### config.mk
export PLATFORM = sky130hd
export DESIGN_NAME = local_flit_injector_flat
export DESIGN_NICKNAME = d
export VERILOG_FILES = /design/src/rtl/local_flit_injector_if.sv /design/src/rtl/local_flit_injector.sv /design/src/flat_wrapper.sv
export SDC_FILE = /design/constraint.sdc
export NUM_CORES = 1
export LEC_CHECK = 0
export CAP_MARGIN = 40
export CORE_ASPECT_RATIO = 0.8
export CORE_MARGIN = 2
export CORE_UTILIZATION = 51
export CTS_CLUSTER_DIAMETER = 100
export DETAILED_ROUTE_END_ITERATION = 7
export PLACE_DENSITY = 0.84
export SYNTH_ARGS = -nofsm -noshare
export SYNTH_HDL_FRONTEND = slang
export SYNTH_SLANG_ARGS = --single-unit
### constraint.sdc
create_clock -name clk -period 4.2 [get_ports clk]
set_input_delay 1.26 -clock clk [delete_from_list [all_inputs] [get_ports clk]]
set_output_delay 1.26 -clock clk [all_outputs]
set_load 0.01 [all_outputs]
### src/rtl/local_flit_injector_if.sv
// local_flit_injector_if: NoC flit format plus the tile/router-facing signal bundle of the local injector.
package noc_params;
  localparam int DEST_ADDR_SIZE_X = 4;
  localparam int DEST_ADDR_SIZE_Y = 4;
  localparam int FLIT_DATA_SIZE = 16;
  localparam int VC_SIZE = 1;
  localparam int HEAD_PAYLOAD_SIZE = FLIT_DATA_SIZE - DEST_ADDR_SIZE_X - DEST_ADDR_SIZE_Y;
  typedef enum logic [1:0] {HEAD, BODY, TAIL, HEADTAIL} flit_label_t;
  typedef struct packed {
    logic [DEST_ADDR_SIZE_X-1:0] x_dest;
    logic [DEST_ADDR_SIZE_Y-1:0] y_dest;
    logic [HEAD_PAYLOAD_SIZE-1:0] head_pl;
  } head_data_t;
  typedef union packed {
    head_data_t head_data;
    logic [FLIT_DATA_SIZE-1:0] bt_pl;
  } flit_data_t;
  typedef struct packed {
    flit_label_t flit_label;
    logic [VC_SIZE-1:0] vc_id;
    flit_data_t data;
  } flit_t;
endpackage

interface local_flit_injector_if #(parameter int VC_NUM = 2, parameter int LEN_W = 5);
  import noc_params::*;
  logic pkt_valid_i;
  logic pkt_ready_o;
  logic [DEST_ADDR_SIZE_X-1:0] pkt_dest_x_i;
  logic [DEST_ADDR_SIZE_Y-1:0] pkt_dest_y_i;
  logic [LEN_W-1:0] pkt_len_i;
  logic pl_valid_i;
  logic pl_ready_o;
  logic [FLIT_DATA_SIZE-1:0] pl_data_i;
  flit_t data_o;
  logic valid_flit_o;
  logic [VC_NUM-1:0] on_off_i;
  logic [VC_NUM-1:0] is_allocatable_i;
  logic [15:0] pkts_sent_o;
  logic err_len_o;
  modport master (
    output pkt_valid_i, pkt_dest_x_i, pkt_dest_y_i, pkt_len_i, pl_valid_i, pl_data_i,
           on_off_i, is_allocatable_i,
    input pkt_ready_o, pl_ready_o, data_o, valid_flit_o, pkts_sent_o, err_len_o
  );
  modport slave (
    input pkt_valid_i, pkt_dest_x_i, pkt_dest_y_i, pkt_len_i, pl_valid_i, pl_data_i,
          on_off_i, is_allocatable_i,
    output pkt_ready_o, pl_ready_o, data_o, valid_flit_o, pkts_sent_o, err_len_o
  );
endinterface

### src/rtl/local_flit_injector.sv
// local_flit_injector: segments tile packets into HEAD/BODY/TAIL flits on a round-robin claimed VC under on_off backpressure.
module local_flit_injector #(
  parameter int VC_NUM = 2,
  parameter int MAX_PKT_LEN = 16,
  localparam int LEN_W = $clog2(MAX_PKT_LEN + 1)
) (
  input logic clk,
  input logic rst,
  local_flit_injector_if.slave bus
);
  import noc_params::*;
  typedef enum logic [1:0] {IDLE, VC_SEL, SEND} state_t;
  state_t state, state_d;
  logic [DEST_ADDR_SIZE_X-1:0] dest_x;
  logic [DEST_ADDR_SIZE_Y-1:0] dest_y;
  logic [LEN_W-1:0] len, remaining;
  logic [VC_SIZE-1:0] cur_vc, rr_ptr, grant_vc, rr_next;
  logic [VC_SIZE:0] sum;
  logic [2*VC_NUM-1:0] dbl;
  logic [VC_NUM-1:0] rot;
  logic grant, issue, first;
  flit_t flit;
  assign bus.pkt_ready_o = state == IDLE && !rst;
  assign issue = state == SEND && bus.pl_valid_i && bus.on_off_i[cur_vc];
  assign bus.pl_ready_o = issue;
  assign first = remaining == len;
  // rotate so bit 0 is the VC at rr_ptr; the lowest set bit of rot wins
  always_comb begin
    dbl = {bus.is_allocatable_i, bus.is_allocatable_i} >> rr_ptr;
    rot = dbl[VC_NUM-1:0];
    grant = 1'b0;
    sum = '0;
    for (int i = VC_NUM - 1; i >= 0; i--)
      if (rot[i]) begin
        grant = 1'b1;
        sum = {1'b0, rr_ptr} + (VC_SIZE + 1)'(i);
      end
    grant_vc = sum >= (VC_SIZE + 1)'(VC_NUM) ? VC_SIZE'(sum - (VC_SIZE + 1)'(VC_NUM)) : VC_SIZE'(sum);
    rr_next = grant_vc == VC_SIZE'(VC_NUM - 1) ? '0 : grant_vc + 1'b1;
  end
  always_comb begin
    flit.flit_label = first ? (len == LEN_W'(1) ? HEADTAIL : HEAD)
                            : (remaining == LEN_W'(1) ? TAIL : BODY);
    flit.vc_id = cur_vc;
    flit.data = first ? flit_data_t'({dest_x, dest_y, bus.pl_data_i[HEAD_PAYLOAD_SIZE-1:0]})
                      : flit_data_t'(bus.pl_data_i);
  end
  always_comb begin
    state_d = state;
    case (state)
      IDLE: state_d = bus.pkt_valid_i && bus.pkt_len_i != '0 ? VC_SEL : IDLE;
      VC_SEL: state_d = grant ? SEND : VC_SEL;
      SEND: state_d = issue && remaining == LEN_W'(1) ? IDLE : SEND;
      default: state_d = IDLE;
    endcase
  end
  always_ff @(posedge clk or posedge rst)
    if (rst) state <= IDLE;
    else state <= state_d;
  always_ff @(posedge clk or posedge rst)
    if (rst) begin
      dest_x <= '0;
      dest_y <= '0;
      len <= '0;
      remaining <= '0;
      cur_vc <= '0;
      rr_ptr <= '0;
      bus.data_o <= '0;
      bus.valid_flit_o <= 1'b0;
      bus.pkts_sent_o <= '0;
      bus.err_len_o <= 1'b0;
    end else begin
      bus.err_len_o <= state == IDLE && bus.pkt_valid_i && bus.pkt_len_i == '0;
      bus.valid_flit_o <= issue;
      if (state == IDLE && bus.pkt_valid_i) begin
        dest_x <= bus.pkt_dest_x_i;
        dest_y <= bus.pkt_dest_y_i;
        len <= bus.pkt_len_i;
        remaining <= bus.pkt_len_i;
      end
      if (state == VC_SEL && grant) begin
        cur_vc <= grant_vc;
        rr_ptr <= rr_next;
      end
      if (issue) begin
        bus.data_o <= flit;
        remaining <= remaining - 1'b1;
        if (remaining == LEN_W'(1)) bus.pkts_sent_o <= bus.pkts_sent_o + 1'b1;
      end
    end
endmodule
### src/flat_wrapper.sv
// flat-port wrapper written by rule: the top's interface ports become plain ports
module local_flit_injector_flat import noc_params::*;
#(
  parameter int VC_NUM = 2,
  parameter int MAX_PKT_LEN = 16,
  localparam int LEN_W = $clog2(MAX_PKT_LEN + 1)
)
  (clk, rst, bus_pkt_valid_i, bus_pkt_dest_x_i, bus_pkt_dest_y_i, bus_pkt_len_i, bus_pl_valid_i, bus_pl_data_i, bus_on_off_i, bus_is_allocatable_i, bus_pkt_ready_o, bus_pl_ready_o, bus_data_o, bus_valid_flit_o, bus_pkts_sent_o, bus_err_len_o);
  local_flit_injector_if #(.VC_NUM(VC_NUM)) bus_i ();
  input logic clk;
  input logic rst;
  input wire logic [$bits(bus_i.pkt_valid_i)-1:0] bus_pkt_valid_i;
  input wire logic [$bits(bus_i.pkt_dest_x_i)-1:0] bus_pkt_dest_x_i;
  input wire logic [$bits(bus_i.pkt_dest_y_i)-1:0] bus_pkt_dest_y_i;
  input wire logic [$bits(bus_i.pkt_len_i)-1:0] bus_pkt_len_i;
  input wire logic [$bits(bus_i.pl_valid_i)-1:0] bus_pl_valid_i;
  input wire logic [$bits(bus_i.pl_data_i)-1:0] bus_pl_data_i;
  input wire logic [$bits(bus_i.on_off_i)-1:0] bus_on_off_i;
  input wire logic [$bits(bus_i.is_allocatable_i)-1:0] bus_is_allocatable_i;
  output wire logic [$bits(bus_i.pkt_ready_o)-1:0] bus_pkt_ready_o;
  output wire logic [$bits(bus_i.pl_ready_o)-1:0] bus_pl_ready_o;
  output wire logic [$bits(bus_i.data_o)-1:0] bus_data_o;
  output wire logic [$bits(bus_i.valid_flit_o)-1:0] bus_valid_flit_o;
  output wire logic [$bits(bus_i.pkts_sent_o)-1:0] bus_pkts_sent_o;
  output wire logic [$bits(bus_i.err_len_o)-1:0] bus_err_len_o;
  assign bus_i.pkt_valid_i = bus_pkt_valid_i;
  assign bus_i.pkt_dest_x_i = bus_pkt_dest_x_i;
  assign bus_i.pkt_dest_y_i = bus_pkt_dest_y_i;
  assign bus_i.pkt_len_i = bus_pkt_len_i;
  assign bus_i.pl_valid_i = bus_pl_valid_i;
  assign bus_i.pl_data_i = bus_pl_data_i;
  assign bus_i.on_off_i = bus_on_off_i;
  assign bus_i.is_allocatable_i = bus_is_allocatable_i;
  assign bus_pkt_ready_o = bus_i.pkt_ready_o;
  assign bus_pl_ready_o = bus_i.pl_ready_o;
  assign bus_data_o = bus_i.data_o;
  assign bus_valid_flit_o = bus_i.valid_flit_o;
  assign bus_pkts_sent_o = bus_i.pkts_sent_o;
  assign bus_err_len_o = bus_i.err_len_o;
  local_flit_injector #(.VC_NUM(VC_NUM), .MAX_PKT_LEN(MAX_PKT_LEN)) u_core (.clk(clk), .rst(rst), .bus(bus_i));
endmodule
Word-level counts from Yosys, hierarchy flattened
Cells that the tools add are included.
{"block": "word_totals", "regBits": 59, "in_bits": 37, "output_inout_bits": 39, "elab_cells": 58}
{"block": "op_classes", "n_addsub": 5, "order_cmp": 2, "eq_ne": 5, "shifts": 1, "n_mux": 18, "reduce_logical": 14}
{"cell": "adder 16 x 1 -> 16 bit, second input constant", "n": 1}
{"cell": "two-way mux 16 bit", "n": 1}
{"cell": "two-way mux 2 bit", "n": 7}
{"cell": "equality test 5 x 1 -> 1 bit, second input constant", "n": 2}
{"cell": "two-way mux 5 bit", "n": 2}
{"cell": "logical AND 1 bit", "n": 8}
{"cell": "two-way mux 1 bit", "n": 7}
{"cell": "one-hot mux 2 bit (3 select lines)", "n": 1}
{"cell": "equality test 5 bit", "n": 1}
{"cell": "logical NOT 5 bit", "n": 1}
{"cell": "nonzero test 5 bit", "n": 1}
{"cell": "subtractor 5 x 1 -> 5 bit, second input constant", "n": 1}
{"cell": "right shift 4 x 1 -> 2 bit", "n": 1}
{"cell": "adder 1 x 1 -> 2 bit, second input constant", "n": 1}
{"cell": "equality test 2 x 1 -> 1 bit, second input constant", "n": 1}
{"cell": "equality test 2 bit, second input constant", "n": 1}
{"cell": "greater-or-equal comparator 2 bit, second input constant", "n": 1}
{"cell": "logical NOT 2 bit", "n": 1}
{"cell": "less-than comparator 1 x 2 -> 1 bit, second input constant", "n": 1}
{"cell": "AND reduction 2 bit", "n": 1}
{"cell": "nonzero test 2 bit", "n": 1}
{"cell": "adder 1 bit, second input constant", "n": 1}
{"cell": "logical NOT 1 bit", "n": 1}
{"cell": "subtractor 1 bit, second input constant", "n": 1}

Depth between registers and ports, before layout
{"block": "logic_depth", "word_depth": 7, "depth_mapped": 7, "depth_no_buf": 6}

Worst setup path after synthesis
No wires, ideal clock.
{"block": "synth_path", "path_type": "input to output", "startpoint": "in bus_pl_valid_i", "endpoint": "out bus_pl_ready_o", "t_arrival_ns": 2.011, "required_ns": 2.940, "setup_slack_ns": 0.929, "stages": 4, "path_buffers": 1, "cell_sequence": "and3b_1 -> nand2_1 -> inv_1 -> buf_1"}
{"block": "synth_between", "elab_chain_cells": 2}
{"item": "start, declared", "line": "flat_wrapper.sv:16", "source": "input wire logic [$bits(bus_i.pl_valid_i)-1:0] bus_pl_valid_i;"}
{"item": "logical AND 1 bit (2 in series)", "line": "local_flit_injector.sv:24", "source": "assign issue = state == SEND && bus.pl_valid_i && bus.on_off_i[cur_vc];"}
{"item": "end, declared", "line": "flat_wrapper.sv:21", "source": "output wire logic [$bits(bus_i.pl_ready_o)-1:0] bus_pl_ready_o;"}
No other way between the ends.

Final worst setup path
Same ends and word-level chain as after synthesis.

==> run_results.csv <==
group,metric,value,unit
run_status,status,"finished clean",
grt,antenna_found_initial,0,
synthesis,yosysTopAreaCellShare,54.43,%
die,dieArea,5922,µm²
setup_path,cpMaxStageDelayCell,"clkdlybuf4s50_1",
sta,worst_slew_pin_slew,0.6580,ns
finish,antenna_cells,0,
setup_path,path_class,"primary input to primary output",
synthesis,synth_warnings,0,
die,rows,23,
detailed_routing,initialDrtViolationCount,103,
synthesis,synth-seq-area-share,54.43,%
die,coreArea,5065,µm²
cts,clockRootBuffer,"clkbuf_8",
cts,numCtsBuffers,9,
sta,fmaxAchievable,255.4,MHz
finish,finalInstanceArea,3731,µm²
place,gp_congestion,0.8247,
pwr,combPwrFrac,35.8,%
grt,gr-max-usage-layer,"met2",
grt,grt_overflow_total,0,
finish,nFillCells,391,
die,start_util,53.56,%
sta,tns,0,ns
pwr,p_per_area,620.8,nW/µm²
finish,layoutNonFillerInstCount,432,
synthesis,synth_nets,325,
die,ios,76,
setup_path,end_kind,"primary output",
setup_path,required,2.94,ns
pwr,ir_drop,0.4658,mV
place,dpl.hpwl,4756,µm
cts,postCtsResizedCells,0,
synthesis,synthMuxAreaShare,1.199,%
finish,utilization,73.67,%
synthesis,synth_top_family_by_area,"simple AND/OR/NAND/NOR gates",
die,die_y,69.23,µm
sta,slew_violations,0,
sta,slew_headroom,55.97,%
synthesis,synth_area,2713,µm²
sta,period_needed,3.915,ns
cts,clk_pin_slew_worst_paths,0.07,ns
cts,ctsHoldBuffers,0,
pwr,switching_share,35.47,%
detailed_routing,routed_wl,6577,µm
setup_path,rr_worst_depth,6,
detailed_routing,via_count,2329,
synthesis,ys_types,38,
finish,drive_gt1_share,7.568,%
min_path,hold_path_depth,1,
pwr,p_leak,1.704,nW
synthesis,yosys.area_share.adder,1.384,%
die,dieWidth,85.54,µm
finish,seqCellArea,1476,µm²
synthesis,synth_simple_gate_area_share,23.29,%
synthesis,synth_area_leaders,"dfrtp_1 (54%), nand2_1 (11%), xor2_1 (3.6%)",
grt,use_met1,33.99,%
pwr,seq_power_share,40.4,%
job,maxCapViolations,0,
sta,skew,0.008020,ns
detailed_routing,drcViolationCount,0,
place,io_buffers,75,
finish,multi_input_area,1157,µm²
cts,clk_latency,0.34,ns
setup_path,crit_fanout,3,
finish,nNetsFinal,405,
cts,clockBufferDepth,2,
synthesis,syn_area_per_cell,9.518,µm²
setup_path,cp.arrival,2.66,ns
sta,rsz0062_at_grt,"no",
place,dpl.cell_count,416,
setup_path,crit_path_cell_trace,"clkdlybuf4s50_1 > and3b_1 > nand2_1 > inv_1 > clkdlybuf4s50_1",
detailed_routing,ant_nets,0,
place,place_area,3522,µm²
pwr,finalPower,2.316,mW
setup_path,cp_slowest_stage_delay,0.54,ns
detailed_routing,drtPass1Iterations,4,
cts,cts.sinks,59,
detailed_routing,vias_per_cell,5.391,
synthesis,synth-compound-area-share,10.33,%
setup_path,cp-start-kind,"primary input",
sta,finalHoldViolCount,0,
pwr,switchingPower,0.8216,mW
grt,grt_pass1_vias,2282,
grt,grtUsageMet3,8.452,%
synthesis,syn_inst,285,
synthesis,synthXorXnorAreaFrac,6.458,%
grt,grt_first_pass_wirelength,11100,µm
min_path,hp-class,"flip-flop to flip-flop",
grt,globalRouteMet2Util,36.11,%
detailed_routing,avgRoutedWirePerCell,15.22,µm
cts,cts_setup_buffers,0,
synthesis,ys_ff_latch,59,
grt,grtUsageTotal,24.33,%
cts,cts_tree,"yes",
finish,syn_to_final_growth,37.55,%
pwr,p_int,1.495,mW
cts,cts_htree_levels,3,
sta,post-route-period-util,93.22,%
sta,setup_viol,0,
setup_path,path_common_cell,"clkdlybuf4s50_1",
pwr,clkPwrFrac,23.9,%
grt,grt_max_degree,25,
synthesis,yosysTopAreaCell,"dfrtp_1",
## metal layers
| metal | routed length (µm) | share of wire, % |
|---|---|---|
| met5 | 0 | 0 |
| met4 | 99 | 1.5 |
| met3 | 415 | 6.3 |
| met2 | 3052 | 46 |
| met1 | 3009 | 46 |
## Yosys cell counts
library cell and count:
nand2_1 77, dfrtp_1 59, nor2_1 20, o21ai_0 14, a21oi_1 13, a31oi_1 11
xor2_1 11, nor3_1 9, xnor2_1 9, nand3_1 8, clkbuf_1 6, inv_1 6
o21a_1 4, buf_1 3, ha_1 3, nor3b_1 3, and3_1 2, and4_1 2
buf_6 2, mux2_2 2, nand2b_1 2, nand4_1 2, o22a_1 2, a221o_1 1
a22oi_1 1, and2_1 1, and3b_1 1, mux2i_1 1, nand3b_1 1, nor2b_1 1
nor3_2 1, nor4_4 1, nor4b_1 1, o221a_2 1, or2_2 1, or3b_2 1
or4_1 1, or4b_4 1
## flip-flops by register name (all words and copies together), names as in the netlist
signal                   cells
u_core.bus.err_len_o         1
u_core.state                 2
u_core.dest_y                4
u_core.bus.valid_flit_o      1
u_core.len                   5
u_core.rr_ptr                1
u_core.bus.data_o           19
u_core.cur_vc                1
u_core.bus.pkts_sent_o      16
u_core.remaining             5
u_core.dest_x                4
## worst max-delay path: cells and delay by family
| family | cells | cell delay, ns |
|---|---|---|
| buf+inv | 3 | 1.11 |
| simple gates | 2 | 0.28 |
## cells in the final DEF (no fill, tap or decap), drive strengths merged, types with 2 or more instances in the layout
cell | synthesis | final
buf | 5 | 5
o22a | 2 | 2
o21a | 4 | 4
nand2b | 2 | 2
clkdlybuf4s50 | 0 | 75
bufinv | 0 | 2
nand4 | 2 | 2
nor3 | 10 | 10
a31oi | 11 | 11
ha | 3 | 3
and4 | 2 | 2
xnor2 | 9 | 9
nor3b | 3 | 3
inv | 6 | 6
clkinv | 0 | 2
o21ai | 14 | 14
mux2 | 2 | 2
nor2 | 20 | 20
clkbuf | 6 | 11
nand2 | 77 | 77
dfrtp | 59 | 59
a21oi | 13 | 13
xor2 | 11 | 11
and3 | 2 | 2
nand3 | 8 | 8
## stage by stage
stage / setup slack, ns / hold WS [ns]
final: 0.2846 / 0.4691
after global routing: 0.1974 / 0.4929
after CTS: 0.2819 / 0.4777
after detailed placement: 0.3033 / 0.4625
after global placement: 0.2996 / 0.4557
after floorplan: 0.9292 / 0.4454
## final cells by class
cell class,count,share of cell area (%)
clock inverter,5,2.079
multi-input combinational,209,31.02
inverter,6,0.6036
clock buffer,11,3.521
sequential,59,39.57
timing repair buffer,80,21.13
tap,62,2.079
## kinds of logic (layout without fill, tap and decap cells)
group | after synthesis | after routing
fa+ha+maj | 3 | 3
compound gates | 47 | 47
buf+inv | 17 | 102
xor+xnor | 20 | 20
simple gates | 136 | 136
mux | 3 | 3
flops | 59 | 59
## power groups by stage
stage / Sequential, mW / Combinational (mW) / Clock, mW
final: 0.935 / 0.828 / 0.553
after global routing: 0.958 / 0.923 / 0.588
after CTS: 0.931 / 0.832 / 0.560
after detailed placement: 0.938 / 0.820 / 0
after global placement: 0.929 / 0.798 / 0
after floorplan: 0.935 / 0.459 / 0
## worst paths after layout
check                                           start                         end  slack (ns)
hold reg to reg            u_core.bus.pkts_sent_o[15]  u_core.bus.pkts_sent_o[15]        0.47
setup reg to reg                  u_core.remaining[1]  u_core.bus.pkts_sent_o[15]        1.76
setup / recovery                       bus_pl_valid_i              bus_pl_ready_o        0.28
min in group asynchronous                         rst     u_core.bus.valid_flit_o        1.23
max in group asynchronous                         rst               u_core.len[3]        2.36
hold / removal             u_core.bus.pkts_sent_o[15]  u_core.bus.pkts_sent_o[15]        0.47
Note: power is estimated with default switching activity, not from simulation.
==> RTL edit, RTL diff (same flow settings) <==
Make the reset (`rst`) synchronous in 2 clocked blocks.
--- a/src/rtl/local_flit_injector.sv
+++ b/src/rtl/local_flit_injector.sv
@@ -54,10 +54,10 @@
       default: state_d = IDLE;
     endcase
   end
-  always_ff @(posedge clk or posedge rst)
+  always_ff @(posedge clk)
     if (rst) state <= IDLE;
     else state <= state_d;
-  always_ff @(posedge clk or posedge rst)
+  always_ff @(posedge clk)
     if (rst) begin
       dest_x <= '0;
       dest_y <= '0;
Formal check against the unedited RTL: differs if rst is asserted again (counterexample within 4 cycles, from zero or initial values and one cycle with rst high); with rst held inactive, the same outputs for 10 cycles.
==> RTL edit against the original RTL <==
Setup slack got worse by 28 ps. Maximum frequency fell by 0.70%. Sequential cell count unchanged. Final area is 4.3% lower. Sequential share of layout area decreased by 6.5 points. Area after synthesis decreased by 4.5%. Routed wire length down 2.3%. Critical path type unchanged. Critical endpoint unchanged. Largest cell class is now multi-input gates. Highest routed layer unchanged.
Power is not compared: it rests on default switching activity, and its combinational part moved more than twofold at a synthesized area within 25%.
==> RTL edit: results (changes against the original RTL) <==
.. list-table::
   :header-rows: 1

   * - Metric
     - Value
   * - Cell area after placement
     - 3380 µm² (-4.1%)
   * - Run status
     - finished, final reports clean
   * - List of most frequent post-synthesis cells
     - dfxtp_1 (59), nand2_1 (53), a21oi_1 (39)
   * - Met1 routed wirelength after detailed routing
     - 2910 µm (-3.4%)
   * - Final clock-cell share
     - 0.0543 (-0.00169)
   * - Worst slew slack as a fraction of its limit
     - 0.462 (-0.0982)
   * - Number of distinct standard cells referenced by the synthesized netlist
     - 36 (-5.3%)
   * - Routed wire length per instance
     - 14.1 µm (-7.2%)
   * - Overall global routing resource usage
     - 0.243 (-0.000373)
   * - Number of violations reported at the end of detailed-routing iteration 0
     - 166 (+61%)
   * - Maximum fanout count along the critical path
     - 5 (+2)
   * - WP data arrival
     - 2680 ps (+20 ps)
   * - Non-Clock Buffer Area Fraction
     - 0.219 (+0.00807)
   * - Register area share after synthesis
     - 0.456 (-0.0882)
   * - Synthesized Nets
     - 358 (+10%)
   * - Sequential fraction of total cell area
     - 0.331 (-0.0649)
   * - Multi-input combinational gate total
     - 233 (+11%)
   * - Clock buffer count
     - 13 (+2)
   * - FILL cells
     - 394 (+0.77%)
   * - Total half-perimeter wirelength after legalization and detailed placement
     - 4440 µm (-6.6%)
   * - Placer Congestion
     - 0.851 (+3.2%)
   * - Met1 demand-to-capacity share in global routing
     - 0.303 (-0.0367)
   * - Async set or reset register ratio after synthesis
     - 0 (-1.00)
   * - Fraction of standard cell area in multi-input logic
     - 0.368 (+0.0574)
   * - Fin nets
     - 429 (+5.9%)
   * - Power, Total
     - approximately 1.3 mW
   * - Pin count of the biggest net entering global routing
     - 60 (+140%)
   * - Share of the synthesized area in compound gates (AO/OA/AOI/OAI)
     - 0.211 (+0.108)
   * - Final setup skew
     - 10.7 ps (+2.67 ps)
RTL edit: per-stage QoR:
step	std cells	hold slack [ps]	util	worst slack, ps
3_5_place_dp	440	447	0.682	263
6_report	455	452	0.721	257
4_1_cts	455	455	0.721	252
2_1_floorplan	318	436	-	871
5_1_grt	455	474	0.721	179
3_3_place_gp	440	441	0.682	299
RTL edit: path summary, 6_finish.rpt:
kind                                      startpoint                    endpoint  slack, ps  depth (start not counted)
worst max-delay path                 bus_on_off_i[0]              bus_pl_ready_o        260                          5
worst min-delay path            u_core.bus.data_o[7]        u_core.bus.data_o[7]        450                          2
worst max register to register   u_core.remaining[1]  u_core.bus.pkts_sent_o[12]       1970                          6
worst min register to register  u_core.bus.data_o[7]        u_core.bus.data_o[7]        450                          2
RTL edit: worst max-delay path, cell delays in order:
cell and delay [ps]:
clkdlybuf4s50_1 500, mux2_2 230, nand2_1 80, inv_1 80, clkdlybuf4s50_1 530
